**config.mk**
```make
export PLATFORM = sky130hd
export DESIGN_NAME = apb_requester_arb
export DESIGN_NICKNAME = d
export VERILOG_FILES = /design/src/rtl/apb_requester_arb.sv
export SDC_FILE = /design/constraint.sdc
export NUM_CORES = 1
export LEC_CHECK = 0
export CAP_MARGIN = 20
export CORE_MARGIN = 2
export CORE_UTILIZATION = 41
export DETAILED_ROUTE_END_ITERATION = 10
export HOLD_SLACK_MARGIN = 0.03
export PLACE_DENSITY = 0.78
export SYNTH_ARGS = -nofsm -noshare
export SYNTH_HDL_FRONTEND = slang
export SYNTH_SLANG_ARGS = --single-unit
```
**constraint.sdc**
```tcl
create_clock -name pclk -period 1.8 [get_ports pclk]
set_input_delay 0.27 -clock pclk [delete_from_list [all_inputs] [get_ports pclk]]
set_output_delay 0.27 -clock pclk [all_outputs]
set_load 0.1 [all_outputs]
```
**src/rtl/apb_requester_arb.sv**
```systemverilog
// apb_requester_arb: two-requester round-robin front end for a single APB requester port.
// Rev 1.0 - initial release.
`default_nettype none

module apb_requester_arb #(
  parameter int ADDR_W  = 4,
  parameter int DATA_W  = 8,
  parameter int TIMEOUT = 16
) (
  input  logic                  pclk,
  input  logic                  prst,
  input  logic [1:0]            req,
  input  logic [1:0]            write,
  input  logic [2*ADDR_W-1:0]   addr,
  input  logic [2*DATA_W-1:0]   wdata,
  output logic [1:0]            gnt,
  output logic [1:0]            done,
  output logic                  err,
  output logic [DATA_W-1:0]     rdata,
  output logic                  psel,
  output logic                  penable,
  output logic                  pwrite,
  output logic [ADDR_W-1:0]     paddr,
  output logic [DATA_W-1:0]     pwdata,
  input  logic                  pready,
  input  logic [DATA_W-1:0]     prdata
);

  typedef enum logic [1:0] {
    ST_IDLE   = 2'd0,
    ST_SETUP  = 2'd1,
    ST_ACCESS = 2'd2
  } state_t;

  localparam int CNT_W = (TIMEOUT > 1) ? $clog2(TIMEOUT) : 1;
  localparam logic [CNT_W-1:0] c_wait_last = CNT_W'((TIMEOUT > 0) ? TIMEOUT - 1 : 0);

  state_t              r_state;
  state_t              w_next_state;
  logic [1:0]          r_gnt;
  logic [1:0]          r_done;
  logic                r_err;
  logic [DATA_W-1:0]   r_rdata;
  logic                r_ptr;
  logic [CNT_W-1:0]    r_wait;
  logic                r_pwrite;
  logic [ADDR_W-1:0]   r_paddr;
  logic [DATA_W-1:0]   r_pwdata;

  logic [1:0]          w_elig;
  logic [1:0]          w_pick;
  logic                w_sel_write;
  logic [ADDR_W-1:0]   w_sel_addr;
  logic [DATA_W-1:0]   w_sel_wdata;
  logic                w_complete;
  logic                w_timeout;

  // A requester just signalled done may still hold req this cycle; keep it out.
  always_comb begin
    w_elig      = req & ~r_done;
    w_pick      = w_elig;
    if (w_elig == 2'b11) begin
      w_pick = r_ptr ? 2'b10 : 2'b01;
    end
    w_sel_write = w_pick[1] ? write[1] : write[0];
    w_sel_addr  = w_pick[1] ? addr[2*ADDR_W-1:ADDR_W] : addr[ADDR_W-1:0];
    w_sel_wdata = w_pick[1] ? wdata[2*DATA_W-1:DATA_W] : wdata[DATA_W-1:0];
    w_complete  = (r_state == ST_ACCESS) && pready;
    w_timeout   = (TIMEOUT > 0) && (r_state == ST_ACCESS) && !pready &&
                  (r_wait == c_wait_last);
  end

  always_comb begin
    w_next_state = r_state;
    case (r_state)
      ST_IDLE:   if (w_pick != 2'b00) w_next_state = ST_SETUP;
      ST_SETUP:  w_next_state = ST_ACCESS;
      ST_ACCESS: if (w_complete || w_timeout) w_next_state = ST_IDLE;
      default:   w_next_state = ST_IDLE;
    endcase
  end

  always_ff @(posedge pclk) begin
    if (prst) begin
      r_state  <= ST_IDLE;
      r_gnt    <= 2'b00;
      r_done   <= 2'b00;
      r_err    <= 1'b0;
      r_rdata  <= '0;
      r_ptr    <= 1'b0;
      r_wait   <= '0;
      r_pwrite <= 1'b0;
      r_paddr  <= '0;
      r_pwdata <= '0;
    end else begin
      r_state <= w_next_state;
      r_done  <= 2'b00;
      r_err   <= 1'b0;
      case (r_state)
        ST_IDLE: begin
          if (w_pick != 2'b00) begin
            r_gnt    <= w_pick;
            r_pwrite <= w_sel_write;
            r_paddr  <= w_sel_addr;
            r_pwdata <= w_sel_wdata;
            r_wait   <= '0;
          end
        end
        ST_ACCESS: begin
          if (w_complete) begin
            r_done <= r_gnt;
            r_gnt  <= 2'b00;
            r_ptr  <= ~r_ptr;
            if (!r_pwrite) r_rdata <= prdata;
          end else if (w_timeout) begin
            r_done  <= r_gnt;
            r_err   <= 1'b1;
            r_rdata <= '0;
            r_gnt   <= 2'b00;
            r_ptr   <= ~r_ptr;
          end else begin
            r_wait <= r_wait + 1'b1;
          end
        end
        default: ;
      endcase
    end
  end

  assign psel    = (r_state == ST_SETUP) || (r_state == ST_ACCESS);
  assign penable = (r_state == ST_ACCESS);
  assign gnt     = r_gnt;
  assign done    = r_done;
  assign err     = r_err;
  assign rdata   = r_rdata;
  assign pwrite  = r_pwrite;
  assign paddr   = r_paddr;
  assign pwdata  = r_pwdata;

endmodule

`default_nettype wire

```
==> summary.txt, run 1 <==
Outcome
  • Outcome: complete, no violations

Routing
  • Post-Route WL: 3.87 mm
  • TritonRoute pass-1 iters: 5
  • DR top layer: met4
  • Initial DRC count: 104
  • Wire length on met3: 285 µm
  • Number of remaining DRC errors: 0
  • Wl on met1: 1.63 mm
  • Met2 wire length: 1.90 mm
  • Via count: 1,485
  • Via/cell ratio: 5.34
  • DRT antenna net count: 0
  • Drt wl/cell: 13.9 µm

Critical path
  • Reg2reg end: r_wait[3]$_SDFFE_PP0P_
  • Reg2Reg Setup Slack: 140 ps
  • CP Launch Type: flop
  • CP max FO: 6
  • Worst EP arrival: 1880 ps
  • Worst reg-to-reg path cell count: 4
  • Worst setup startpoint: r_wait[0]$_SDFFE_PP0P_
  • FF-to-FF Start: r_wait[0]$_SDFFE_PP0P_
  • Worst setup EP type: flop
  • Setup crit end: r_wait[3]$_SDFFE_PP0P_
  • Kind of critical path: reg2reg
  • Req. time, crit path: 2020 ps

STA
  • Worst slew pin tran: 542 ps
  • Final critical-path share of the clock period: 0.921
  • Final min period: 1660 ps
  • Layout Skew: 9.79 ps
  • Final Hold Vio Count: 0
  • RSZ-0062 raised after global routing: no
  • Fmax: 0.603 GHz
  • Max_slew headroom: 0.636
  • Pins over their slew limit: 0
  • Setup TNS: 0 ps
  • Final setup violation count: 0

Die
  • Die area: 4150 µm²
  • Die span in y: 64.4 µm
  • Initial Util: 0.438
  • Die width: 64.4 µm
  • I/O Pins: 67
  • Rows: 21
  • Core Area: 3420 µm²

Cells and area
  • Final Core Density: 0.659
  • Layout cells sized above 1: 0.203
  • Area grow syn2layout: 50.5%
  • Antenna diode count: 0
  • NumNets Final: 274

Clocking
  • Hold-fix buffers, CTS: 0
  • PostCTS Resize Cnt: 0
  • Root Buffer: clkbuf_4
  • H-tree levels: 2
  • CTS Buf Count: 5
  • CTS tree: done
  • Clock Latency Late Sink: 350 ps
  • CTS Sinks: 33
  • CTS Buffer Depth: 2
  • CTS clk-pin slew, worst paths: 100 ps
  • Postcts setup bufs: 0

Logic synthesis
  • Count leader, synth: dfxtp_1
  • Main flop type after synthesis: dfxtp_1
  • Distinct cells, synth: 39
  • Synth top area share: 0.441
  • Leading area contributor after synthesis: dfxtp_1
  • Yosys synthesis warning count: 0
  • Post-Syn Nets: 206
  • Ys async rst share: 0
  • Top post-synthesis cells by count: dfxtp_1, a21oi_1, o21ai_0, mux2i_1, nor2_1
  • Syn Area/Cell: 9.18 µm²
  • Mapped Cells: 163
  • Mapped cell area: 1500 µm²
  • Sequential share of the synthesized area: 0.441
  • Synth area leaders: dfxtp_1, mux2i_1, a21oi_1
  • Synth Register Bits: 33
  • Post-synth EDFFs: 0

Power and ir drop
  • Leakage: 0.903 nW
  • Pint: 1.22 mW
  • VDD IR max: 0.000726 V
  • Sw power: 0.932 mW
  • Sequential Power Share: 0.387
  • Switching share of power: 0.433
  • PD cells: 956 nW/µm²
  • Logic pwr share: 0.424
  • Clock power share: 0.190

Global route
  • Overall Global Routing Usage: 0.201
  • GR Overflow Total: 0
  • Largest net degree at the start of global routing: 27
  • Antenna violations before repair: 0
  • Vias in the first global route: 1,450
  • First-pass GRT wire length: 6.48 mm

Worst hold path
  • Tightest Hold Check Type: reg2reg

Placement
  • I/O Buffers: 66
  • GP Congestion: 0.826
  • DP HPWL: 2.92 mm

Run
  • Max-cap viol count: 0
final cells by class:
class | instances | area [µm²]
multi-input cells | 116 | 774
well taps | 46 | 57.6
flip-flops and latches | 33 | 663
inverters | 4 | 15.0
clock inverters | 2 | 10.0
clock buffers | 6 | 41.3
repair buffers | 71 | 691
fillers | 278 | 1160
stage by stage:
| stage | power [mW] | hold WS, ps | area [µm²] | setup slack, ps | cells |
|---|---|---|---|---|---|
| after floorplan | 1.49 | 433 | 1510 | 43.1 | 163 |
| after global placement | 1.75 | 477 | 2200 | 47.9 | 270 |
| after detailed placement | 1.76 | 482 | 2200 | -33.4 | 270 |
| after CTS | 2.17 | 497 | 2250 | 138 | 278 |
| after global routing | 2.24 | 514 | 2250 | 17.8 | 278 |
| final | 2.15 | 498 | 2250 | 142 | 278 |
power by group through the flow:
stage / clock network (mW) / logic, mW / registers (mW)
2_1_floorplan: 0 / 0.265 / 1.23
3_3_place_gp: 0 / 0.902 / 0.847
3_5_place_dp: 0 / 0.913 / 0.848
4_1_cts: 0.422 / 0.915 / 0.833
5_1_grt: 0.448 / 0.954 / 0.841
6_report: 0.408 / 0.913 / 0.833
sequential cells by signal (all words and copies together) (netlist names):
register  count
pwdata        8
rdata         8
paddr         4
r_wait        4
done          2
gnt           2
r_state       2
err           1
pwrite        1
r_ptr         1
worst max-delay path, stage by stage, from the launching register on:
cell	delay, ps
dfxtp_1	360
ha_1	280
or4_1	550
a211oi_1	260
nor3_1	80
how the worst min path moves through the flow:
stage                      startpoint  slack, ps                endpoint  depth (start not counted)
5_1_grt        r_wait[1]$_SDFFE_PP0P_        510  r_wait[1]$_SDFFE_PP0P_                          2
3_3_place_gp   r_wait[1]$_SDFFE_PP0P_        480  r_wait[1]$_SDFFE_PP0P_                          2
3_5_place_dp   r_wait[1]$_SDFFE_PP0P_        480  r_wait[1]$_SDFFE_PP0P_                          2
2_1_floorplan               prdata[0]        430   rdata[0]$_SDFFE_PP0P_                          2
4_1_cts        r_wait[1]$_SDFFE_PP0P_        500  r_wait[1]$_SDFFE_PP0P_                          2
6_report       r_wait[1]$_SDFFE_PP0P_        500  r_wait[1]$_SDFFE_PP0P_                          2
cell usage in the layout (no fill, tap or decap), types with 3 or more instances in the layout:
| cell | n |
|---|---|
| clkdlybuf4s50_1 | 38 |
| dfxtp_1 | 31 |
| buf_4 | 28 |
| a21oi_1 | 15 |
| o21ai_0 | 14 |
| mux2i_1 | 13 |
| nor2_1 | 12 |
| nand2_1 | 8 |
| a22oi_1 | 8 |
| o21ai_1 | 5 |
| clkbuf_4 | 5 |
| buf_12 | 5 |
| nand3_1 | 4 |
| inv_1 | 3 |
| and3_1 | 3 |
| a31oi_1 | 3 |
| nor3_1 | 3 |
| ha_1 | 3 |
per-layer routing:
| layer | vias up | global-route usage |
|---|---|---|
| met5 | - | 0 |
| met4 | 0 | 0.0638 |
| met3 | 7 | 0.0764 |
| met2 | 57 | 0.331 |
| met1 | 685 | 0.243 |
| li1 | 736 | - |
kinds of logic (layout without fill, tap and decap cells):
logic type	Yosys count	in the layout	synth area share
AOI/OAI and AO/OA	56	56	0.228
and+or+nand+nor	42	42	0.155
DFF	33	33	0.441
buffers and inverters	14	83	0.0493
muxes	13	13	0.0870
adders and majority gates	4	4	0.0334
xor gates and xnor gates	1	1	0.00585
No activity file was read; power rests on OpenSTA's default activity.
==> run 2: changes to the inputs <==
- SLEW_MARGIN: unset -> 0
==> results of run 2 <==
Same layout as run 1: the final DEF is identical, and so are final timing and power.
==> run 3: changes to the inputs <==
- CORE_ASPECT_RATIO: unset -> 0.7
- HOLD_SLACK_MARGIN: 0.03 -> 0.08
- RECOVER_POWER: unset -> 100
==> run 3 against run 2 <==
Compared with the run above:
- hold slack better by 3.5 ps
- non-clock buffer count is 1 higher
- die area is 0.18% higher
- critical endpoint is now psel
- critical path type is now reg2out
- maximum frequency hardly changed
==> summary.txt, run 3 (synthesis gave the netlist of run 1 again) <==
Clocking
  • CTS clk-pin slew, worst paths: 70 ps (was 100 ps)
  • H-tree levels: 2 (unchanged)
  • CTS tree: done (unchanged)
  • Hold-fix buffers, CTS: 0 (unchanged)
  • CTS Buf Count: 5 (unchanged)
  • CTS Sinks: 33 (unchanged)
  • CTS Buffer Depth: 2 (unchanged)
  • Clock Latency Late Sink: 290 ps (was 350 ps)
  • Postcts setup bufs: 0 (unchanged)
  • Root Buffer: clkbuf_8 (was clkbuf_4)
  • PostCTS Resize Cnt: 0 (unchanged)

Routing
  • Number of remaining DRC errors: 0 (unchanged)
  • Via count: 1,455 (was 1,485)
  • Drt wl/cell: 13.0 µm (was 13.9 µm)
  • DRT antenna net count: 0 (unchanged)
  • TritonRoute pass-1 iters: 4 (was 5)
  • Initial DRC count: 102 (was 104)
  • Post-Route WL: 3.68 mm (was 3.87 mm)
  • Via/cell ratio: 5.14 (was 5.34)

Cells and area
  • Area occupied by multi-input gates: 778 µm² (was 774 µm²)
  • Design Area, Final: 2230 µm² (was 2250 µm²)
  • Layout cells sized above 1: 0.210 (was 0.203)
  • Most frequent cells in the layout: clkdlybuf4s50_1, dfxtp_1, clkbuf_2, o21ai_0, a21oi_1 (was clkdlybuf4s50_1, dfxtp_1, buf_4, a21oi_1, o21ai_0)
  • NumNets Final: 275 (was 274)
  • Final Core Density: 0.635 (was 0.659)
  • Fill cells: 316 (was 278)
  • Commonest non-fill, non-tap cell in the layout: clkdlybuf4s50_1 (unchanged)
  • Area grow syn2layout: 49.1% (was 50.5%)
  • Cell Count, Final, Fillers Out: 283 (was 278)
  • Register area: 663 µm² (unchanged)
  • Antenna diode count: 0 (unchanged)

STA
  • Final worst slack: 143 ps (was 142 ps)
  • Final min period: 1660 ps (about the same)
  • Layout Skew: 5.60 ps (was 9.79 ps)
  • Max_slew headroom: 0.636 (about the same)
  • RSZ-0062 raised after global routing: no (unchanged)
  • Pins over their slew limit: 0 (unchanged)
  • Final critical-path share of the clock period: 0.921 (about the same)
  • Final Hold Vio Count: 0 (unchanged)
  • Worst slew pin tran: 549 ps (was 542 ps)
  • Final setup violation count: 0 (unchanged)
  • Fmax: 0.603 GHz (about the same)

Die
  • Rows: 18 (was 21)
  • Initial Util: 0.426 (was 0.438)
  • Die width: 76.2 µm (was 64.4 µm)
  • Die span in y: 54.5 µm (was 64.4 µm)
  • I/O Pins: 67 (unchanged)
  • Die area: 4160 µm² (was 4150 µm²)
  • Core Area: 3510 µm² (was 3420 µm²)

Critical path
  • Worst setup startpoint: r_state[1]$_SDFFE_PP0P_ (was r_wait[0]$_SDFFE_PP0P_)
  • Kind of critical path: reg2out (was reg2reg)
  • Reg2Reg Setup Slack: 150 ps (was 140 ps)
  • CP Launch Type: flop (unchanged)
  • FF-to-FF Start: r_state[1]$_SDFFE_PP0P_ (was r_wait[0]$_SDFFE_PP0P_)
  • Setup crit end: psel (was r_wait[3]$_SDFFE_PP0P_)
  • Worst reg-to-reg path cell count: 6 (was 4)
  • Req. time, crit path: 1530 ps (was 2020 ps)
  • CP max FO: 3 (was 6)
  • Worst setup EP type: primary output (was flop)
  • Worst EP arrival: 1390 ps (was 1880 ps)
  • Reg2reg end: gnt[0]$_SDFFE_PP0P_ (was r_wait[3]$_SDFFE_PP0P_)

Global route
  • Antenna violations before repair: 0 (unchanged)
  • GR Overflow Total: 0 (unchanged)
  • First-pass GRT wire length: 6.13 mm (was 6.48 mm)
  • Overall Global Routing Usage: 0.191 (was 0.201)
  • Largest net degree at the start of global routing: 27 (unchanged)
  • Vias in the first global route: 1,331 (was 1,450)

Power and ir drop
  • Sequential Power Share: 0.346 (was 0.387)
  • Pint: 1.47 mW (was 1.22 mW)
  • Logic pwr share: 0.355 (was 0.424)
  • VDD IR max: 0.000663 V (was 0.000726 V)
  • Switching share of power: 0.390 (was 0.433)
  • Sw power: 0.937 mW (was 0.932 mW)
  • Clock power share: 0.300 (was 0.190)
  • PD cells: 1080 nW/µm² (was 956 nW/µm²)
  • Leakage: 0.897 nW (was 0.903 nW)

Placement
  • Dpl ws: -34.7 ps (was -33.4 ps)
  • GP Congestion: 0.814 (was 0.826)
  • DP Cell Count: 275 (was 270)
  • Placed Area: 2230 µm² (was 2200 µm²)
  • I/O Buffers: 66 (unchanged)
  • DP HPWL: 2.75 mm (was 2.92 mm)

Run
  • Max-cap viol count: 0 (unchanged)

Outcome
  • Outcome: complete, no violations (unchanged)

Worst hold path
  • Tightest Hold Check Type: reg2reg (unchanged)
## run 3: cell types whose count changed in the layout (fill, tap and decap cells not counted), sizes merged
cell / change
buf: -28
bufinv: +1
clkbuf: +29
clkinv: -2
clkinvlp: +1
## run 3: metal layers
metal	track usage	part of all wire	wire length [µm]	vias to the layer above
met1	0.250	0.51	1890	659
met2	0.294	0.40	1460	52
met5	0	0	0	-
met3	0.0611	0.076	278	6
met4	0.0848	0.013	46	0
li1	-	-	-	738
## run 3: layout make-up
class                      instances  share of cell area
inverter                           4             0.00673
tap                               50              0.0280
sequential                        33               0.297
clock buffer                       6              0.0370
multi-input combinational        116               0.349
clock inverter                     2              0.0168
timing repair buffer              72               0.265
## run 3: power by group through the flow
stage          clock network (mW)  registers, mW  logic, mW
2_1_floorplan                   0           1.23      0.265
3_3_place_gp                    0          0.850      0.921
3_5_place_dp                    0          0.848      0.930
4_1_cts                     0.733          0.834      0.931
5_1_grt                     0.765          0.840      0.900
6_report                    0.721          0.831      0.853
## run 3: worst min-delay path by stage
| stage | to | cells after the start | startpoint | slack, ps |
|---|---|---|---|---|
| 2_1_floorplan | rdata[0]$_SDFFE_PP0P_ | 2 | prdata[0] | 430 |
| 3_3_place_gp | r_wait[1]$_SDFFE_PP0P_ | 2 | r_wait[1]$_SDFFE_PP0P_ | 480 |
| 3_5_place_dp | r_wait[1]$_SDFFE_PP0P_ | 2 | r_wait[1]$_SDFFE_PP0P_ | 480 |
| 4_1_cts | r_wait[1]$_SDFFE_PP0P_ | 2 | r_wait[1]$_SDFFE_PP0P_ | 490 |
| 5_1_grt | done[0]$_SDFF_PP0_ | 1 | gnt[0]$_SDFFE_PP0P_ | 530 |
| 6_report | r_wait[1]$_SDFFE_PP0P_ | 2 | r_wait[1]$_SDFFE_PP0P_ | 500 |
## run 3: stage by stage
| step | TNS [ps] | power (mW) | hold WS [ps] |
|---|---|---|---|
| floorplan | 0 | 1.49 | 433 |
| global placement | 0 | 1.77 | 477 |
| detailed placement | -98.3 | 1.78 | 483 |
| CTS | 0 | 2.50 | 495 |
| global route | 0 | 2.50 | 525 |
| finish | 0 | 2.40 | 502 |
## run 3: worst max-delay path: stages (launching register included)
cell and delay, ps:
dfxtp_1 400, inv_1 80, ha_1 290, clkbuf_4 330
